$ cat config.mk
export PLATFORM = sky130hd
export DESIGN_NAME = uart_tx_scheduler
export DESIGN_NICKNAME = d
export VERILOG_FILES = /design/src/rtl/uart_tx_scheduler.sv
export SDC_FILE = /design/constraint.sdc
export NUM_CORES = 1
export LEC_CHECK = 0
export CORE_MARGIN = 3
export CORE_UTILIZATION = 46
export DETAILED_ROUTE_END_ITERATION = 6
export GPL_ROUTABILITY_DRIVEN = 0
export PLACE_DENSITY = 0.85
export SLEW_MARGIN = 10
export SYNTH_ARGS = -nofsm -noshare
export SYNTH_HDL_FRONTEND = slang
export SYNTH_SLANG_ARGS = --single-unit
$ cat constraint.sdc
create_clock -name clk -period 3.6 [get_ports clk]
set_input_delay 0.54 -clock clk [delete_from_list [all_inputs] [get_ports clk]]
set_output_delay 0.54 -clock clk [all_outputs]
set_load 0.02 [all_outputs]
$ cat src/rtl/uart_tx_scheduler.sv
// Round-robin arbiter sharing one UART transmitter and baud generator.
// Define TX_TIMEOUT_EN to add the WAIT_DONE watchdog and tx_timeout port.
module uart_tx_scheduler #(
    parameter int N_REQ       = 4,
    parameter int DATA_W      = 8,
    parameter int SETTLE_CYC  = 16,
    parameter int TIMEOUT_CYC = 2000000
) (
    input  logic                       clk,
    input  logic                       rst_n,
    input  logic [N_REQ-1:0]           req,
    input  logic [N_REQ*DATA_W-1:0]    req_data,
    input  logic [N_REQ*2-1:0]         req_baud,
    output logic [N_REQ-1:0]           grant,
    output logic [$clog2(N_REQ)-1:0]   active_id,
    output logic [1:0]                 bd_rate,
    output logic [DATA_W-1:0]          tx_data,
    output logic                       tx_start,
    input  logic                       tx_busy,
    input  logic                       tx_done,
`ifdef TX_TIMEOUT_EN
    output logic                       sched_busy,
    output logic                       tx_timeout
`else
    output logic                       sched_busy
`endif
);

    localparam int ID_W = $clog2(N_REQ);
    localparam int SC_W = $clog2(SETTLE_CYC + 1);

    if (N_REQ < 2 || N_REQ > 8) begin : g_bad_n_req
        $error("N_REQ must be 2..8");
    end
    if (SETTLE_CYC < 1 || TIMEOUT_CYC < 1) begin : g_bad_cyc
        $error("SETTLE_CYC and TIMEOUT_CYC must be >= 1");
    end

    typedef enum logic [1:0] {IDLE, SETTLE, START, WAIT_DONE} state_t;

    state_t              state, state_nx;
    logic [ID_W-1:0]     rr_ptr, rr_nx, id_nx, win, idx, ptr_after;
    logic                found;
    logic [SC_W-1:0]     cnt, cnt_nx;
    logic [N_REQ-1:0]    grant_nx;
    logic [1:0]          bd_nx;
    logic [DATA_W-1:0]   data_nx;
    logic                start_nx;
    logic [DATA_W-1:0]   data_arr [N_REQ];
    logic [1:0]          baud_arr [N_REQ];

`ifdef TX_TIMEOUT_EN
    localparam int WD_W = $clog2(TIMEOUT_CYC + 1);
    logic [WD_W-1:0] wd, wd_nx;
    logic            to_nx;
`endif

    for (genvar g = 0; g < N_REQ; g++) begin : g_unpack
        assign data_arr[g] = req_data[g*DATA_W +: DATA_W];
        assign baud_arr[g] = req_baud[g*2 +: 2];
    end

    // First requesting index at or after rr_ptr, wrapping modulo N_REQ
    always_comb begin
        win   = rr_ptr;
        found = 1'b0;
        idx   = '0;
        for (int i = 0; i < N_REQ; i++) begin
            idx = ID_W'((int'(rr_ptr) + i) % N_REQ);
            if (!found && req[idx]) begin
                found = 1'b1;
                win   = idx;
            end
        end
    end

    assign ptr_after = (active_id == ID_W'(N_REQ - 1)) ? '0
                                                       : active_id + 1'b1;

    always_comb begin
        state_nx = state;
        rr_nx    = rr_ptr;
        id_nx    = active_id;
        bd_nx    = bd_rate;
        data_nx  = tx_data;
        cnt_nx   = cnt;
        grant_nx = '0;
        start_nx = 1'b0;
`ifdef TX_TIMEOUT_EN
        wd_nx    = wd;
        to_nx    = 1'b0;
`endif
        unique case (state)
            IDLE: begin
                if (found) begin
                    grant_nx[win] = 1'b1;
                    id_nx         = win;
                    data_nx       = data_arr[win];
                    if (baud_arr[win] != bd_rate) begin
                        bd_nx    = baud_arr[win];
                        cnt_nx   = SC_W'(SETTLE_CYC);
                        state_nx = SETTLE;
                    end else begin
                        state_nx = START;
                    end
                end
            end
            SETTLE: begin
                cnt_nx = cnt - 1'b1;
                if (cnt == SC_W'(1)) state_nx = START;
            end
            START: begin
                if (!tx_busy) begin
                    start_nx = 1'b1;
                    state_nx = WAIT_DONE;
`ifdef TX_TIMEOUT_EN
                    wd_nx    = '0;
`endif
                end
            end
            WAIT_DONE: begin
                if (tx_done) begin
                    rr_nx    = ptr_after;
                    state_nx = IDLE;
                end
`ifdef TX_TIMEOUT_EN
                else if (wd == WD_W'(TIMEOUT_CYC - 1)) begin
                    to_nx    = 1'b1;
                    rr_nx    = ptr_after;
                    state_nx = IDLE;
                end else begin
                    wd_nx = wd + 1'b1;
                end
`endif
            end
            default: state_nx = IDLE;
        endcase
    end

    always_ff @(posedge clk or negedge rst_n) begin
        if (!rst_n) begin
            state      <= IDLE;
            rr_ptr     <= '0;
            cnt        <= '0;
            grant      <= '0;
            active_id  <= '0;
            bd_rate    <= 2'b00;
            tx_data    <= '0;
            tx_start   <= 1'b0;
            sched_busy <= 1'b0;
`ifdef TX_TIMEOUT_EN
            wd         <= '0;
            tx_timeout <= 1'b0;
`endif
        end else begin
            state      <= state_nx;
            rr_ptr     <= rr_nx;
            cnt        <= cnt_nx;
            grant      <= grant_nx;
            active_id  <= id_nx;
            bd_rate    <= bd_nx;
            tx_data    <= data_nx;
            tx_start   <= start_nx;
            sched_busy <= (state_nx != IDLE);
`ifdef TX_TIMEOUT_EN
            wd         <= wd_nx;
            tx_timeout <= to_nx;
`endif
        end
    end

endmodule
==> reports/qor.yml <==
clock-sinks: 27
place_area_mm2: 0.00229
yosys.area.top_type_share_pct: 42.0
synth_area_leaders: "dfrtp_1, nand2_1, o21ai_0"
initial_core_util_pct: 50.2
ant_nets: 0
syn_area_per_cell_um2: 8.08
worst_slew_pin_slew_ps: 865
crit_buf_inv: 1
first_pass_iters: 4
ys_types: 39
first_global_vias: 1631
outcome: "finished clean"
clock_latency_ps: 330
worst-path-max-fanout: 22
synth-edff-count: 0
hold_viol_final: 0
synth_seq_area_share_pct: 42.0
fin_skew_ps: 2.27
postCtsHoldBufs: 0
die_h_um: 65.1
synth_compound_area_share_pct: 17.7
post-route-util_pct: 72.3
syn_nets: 250
htreeDepth: 1
synthMuxAreaShare_pct: 0.700
synth_commonest_cells: "nand2_1, nor2_1, dfrtp_1, o21ai_0, nand3_1"
drc_errors: 0
place_inst: 301
worst_path_max_delay_cell: "clkdlybuf4s50_1"
pin_count: 66
die_area_mm2: 0.00424
finalSetupViolations: 0
crit_cells: 8
end_kind: "flip-flop"
required_ps: 3860
place_ws_ps: 694
antenna_cells: 0
synthArstFlopShare_pct: 100
cts_tree: "done"
cts.path.max_buffers: 2
ir_worst_vdd_mv: 0.349
ys_ff_latch: 27
yosys.area.top_type: "dfrtp_1"
crit_type: "in2reg"
fp.dieW_um: 65.1
critical-path-top-delay-family: "simple AND/OR/NAND/NOR gates"
grt-ovfl-total: 0
nFillCells: 276
finalNetCount: 313
grt_setup_unrepaired: "false"
synthSimpleGateAreaFrac_pct: 31.5
min_period_over_period_pct: 71.7
cts_buffers: 3
synth_top_family_by_area: "simple AND/OR/NAND/NOR gates"
grt_max_degree: 30
vias_per_cell: 5.38
hpwl_um: 3240
slowest_delay_ps: 580
root_buffer: "clkbuf_4"
stdcell_area_mm2: 0.00232
crit_arrival_ps: 2840
rows: 20
area_growth_pct: 44.1
yosysMostFrequentCell: "nand2_1"
synth_xor_area_share_pct: 2.18
cts.reportedPaths.clkPinSlew_ps: 150
grt_pass1_wl_um: 7000
routed_wl_um: 4240
leakage_nw: 0.960
drt-initial-drc-count: 71
timing.final.max_slew_violations: 0
synth_area_mm2: 0.00161
max_cap_viol_count: 0
worstSetupStartpointType: "input pin"
grt_use_total_pct: 20.9
min_period_ps: 2580
port_buffers: 65
reg2regPathDepth: 7
ys.flop_type: "dfrtp_1"
grt_antenna_before_repair: 0
syn_inst: 199
cts_resized: 0
num_vias: 1641
slew_headroom_pct: 42.2
tns_ps: 0
final_cells: 305
wl_per_cell_um: 13.9
core_mm2: 0.00320
postCtsSetupRepairBufs: 0
crit_chain: "clkdlybuf4s50_1 -> nor3b_1 -> or4_4 -> and2_4 -> and3_1 -> a311o_1 -> and4_1 -> o21ai_1"
hold_class: "reg2reg"
worst_slack_ps: 1020
fmax_ghz: 0.387
synth-warning-count: 0
drive_gt1_share_pct: 6.13
r2r_slack_ps: 1320
hold_depth: 2
p_per_area_mw_per_mm2: 771
synth_fa_ha_area_share_pct: 2.33
-- sequential cells by signal, indices dropped and copies added, names as in the netlist --
name / count
grant: 4
sched_busy: 1
state: 2
cnt: 5
bd_rate: 2
active_id: 2
tx_start: 1
tx_data: 8
rr_ptr: 2
-- metal layers --
layer	global-route usage, %	vias up	wire [µm]	part of all wire [%]
met5	0	-	0	0
met4	6.48	0	57	1.3
met3	6.15	7	376	8.9
met2	36.9	61	2050	48
met1	24.3	750	1760	42
li1	-	823	-	-
-- worst min-delay path, cell delays in order, from the launching register on --
cell and delay [ps]:
dfrtp_1 370, nand2_1 50, o21ai_0 60
-- final timing paths --
check	from	endpoint
worst max register to register	rr_ptr[1]	cnt[3]
worst min-delay path	tx_data[0]	tx_data[0]
min in group asynchronous	rst_n	rr_ptr[0]
worst max-delay path	req[1]	cnt[4]
max in group asynchronous	rst_n	tx_data[2]
worst min register to register	tx_data[0]	tx_data[0]
-- final cells by class --
class | count | area, µm² | share of cell area (%)
multi-input cells | 159 | 875 | 37.7
flip-flops and latches | 27 | 676 | 29.2
well taps | 44 | 55.1 | 2.38
repair buffers | 68 | 673 | 29.0
clock buffers | 3 | 22.5 | 0.972
clock inverters | 1 | 5.00 | 0.216
inverters | 3 | 11.3 | 0.486
-- through the flow --
| stage | hold slack [ps] | total power [W] |
|---|---|---|
| after floorplan | 244 | 0.00127 |
| after global placement | 462 | 0.00162 |
| after detailed placement | 477 | 0.00165 |
| after CTS | 505 | 0.00179 |
| after global routing | 532 | 0.00195 |
| final | 504 | 0.00179 |
-- layout by cell type (no fill, tap or decap), types with 3 or more instances in the layout --
| cell | instances |
|---|---|
| nor2b_1 | 4 |
| a31oi_1 | 3 |
| o21ai_0 | 23 |
| xnor2_1 | 3 |
| dfrtp_1 | 27 |
| a21oi_1 | 4 |
| nand2_1 | 38 |
| buf_4 | 3 |
| ha_1 | 3 |
| nor3_1 | 6 |
| nor2_1 | 29 |
| clkbuf_4 | 3 |
| nor3b_1 | 3 |
| nand3_1 | 11 |
| inv_1 | 3 |
| nand2b_1 | 3 |
| clkdlybuf4s50_1 | 65 |
-- logic make-up after synthesis --
group | Yosys count
buffers and inverters | 13
muxes | 1
and+or+nand+nor | 106
xor gates and xnor gates | 4
AOI/OAI and AO/OA | 45
DFF | 27
adders and majority gates | 3
-- power by group --
| part | switching [W] | leakage, nW | total, W | internal, W |
|---|---|---|---|---|
| registers | 0.000126 | 0.329 | 0.000569 | 0.000443 |
| clock network | 0.0000922 | 0.0177 | 0.000134 | 0.0000418 |
| logic | 0.000607 | 0.613 | 0.00108 | 0.000477 |
| total | 0.000825 | 0.960 | 0.00179 | 0.000961 |
Note: power is estimated with default switching activity, not from simulation.
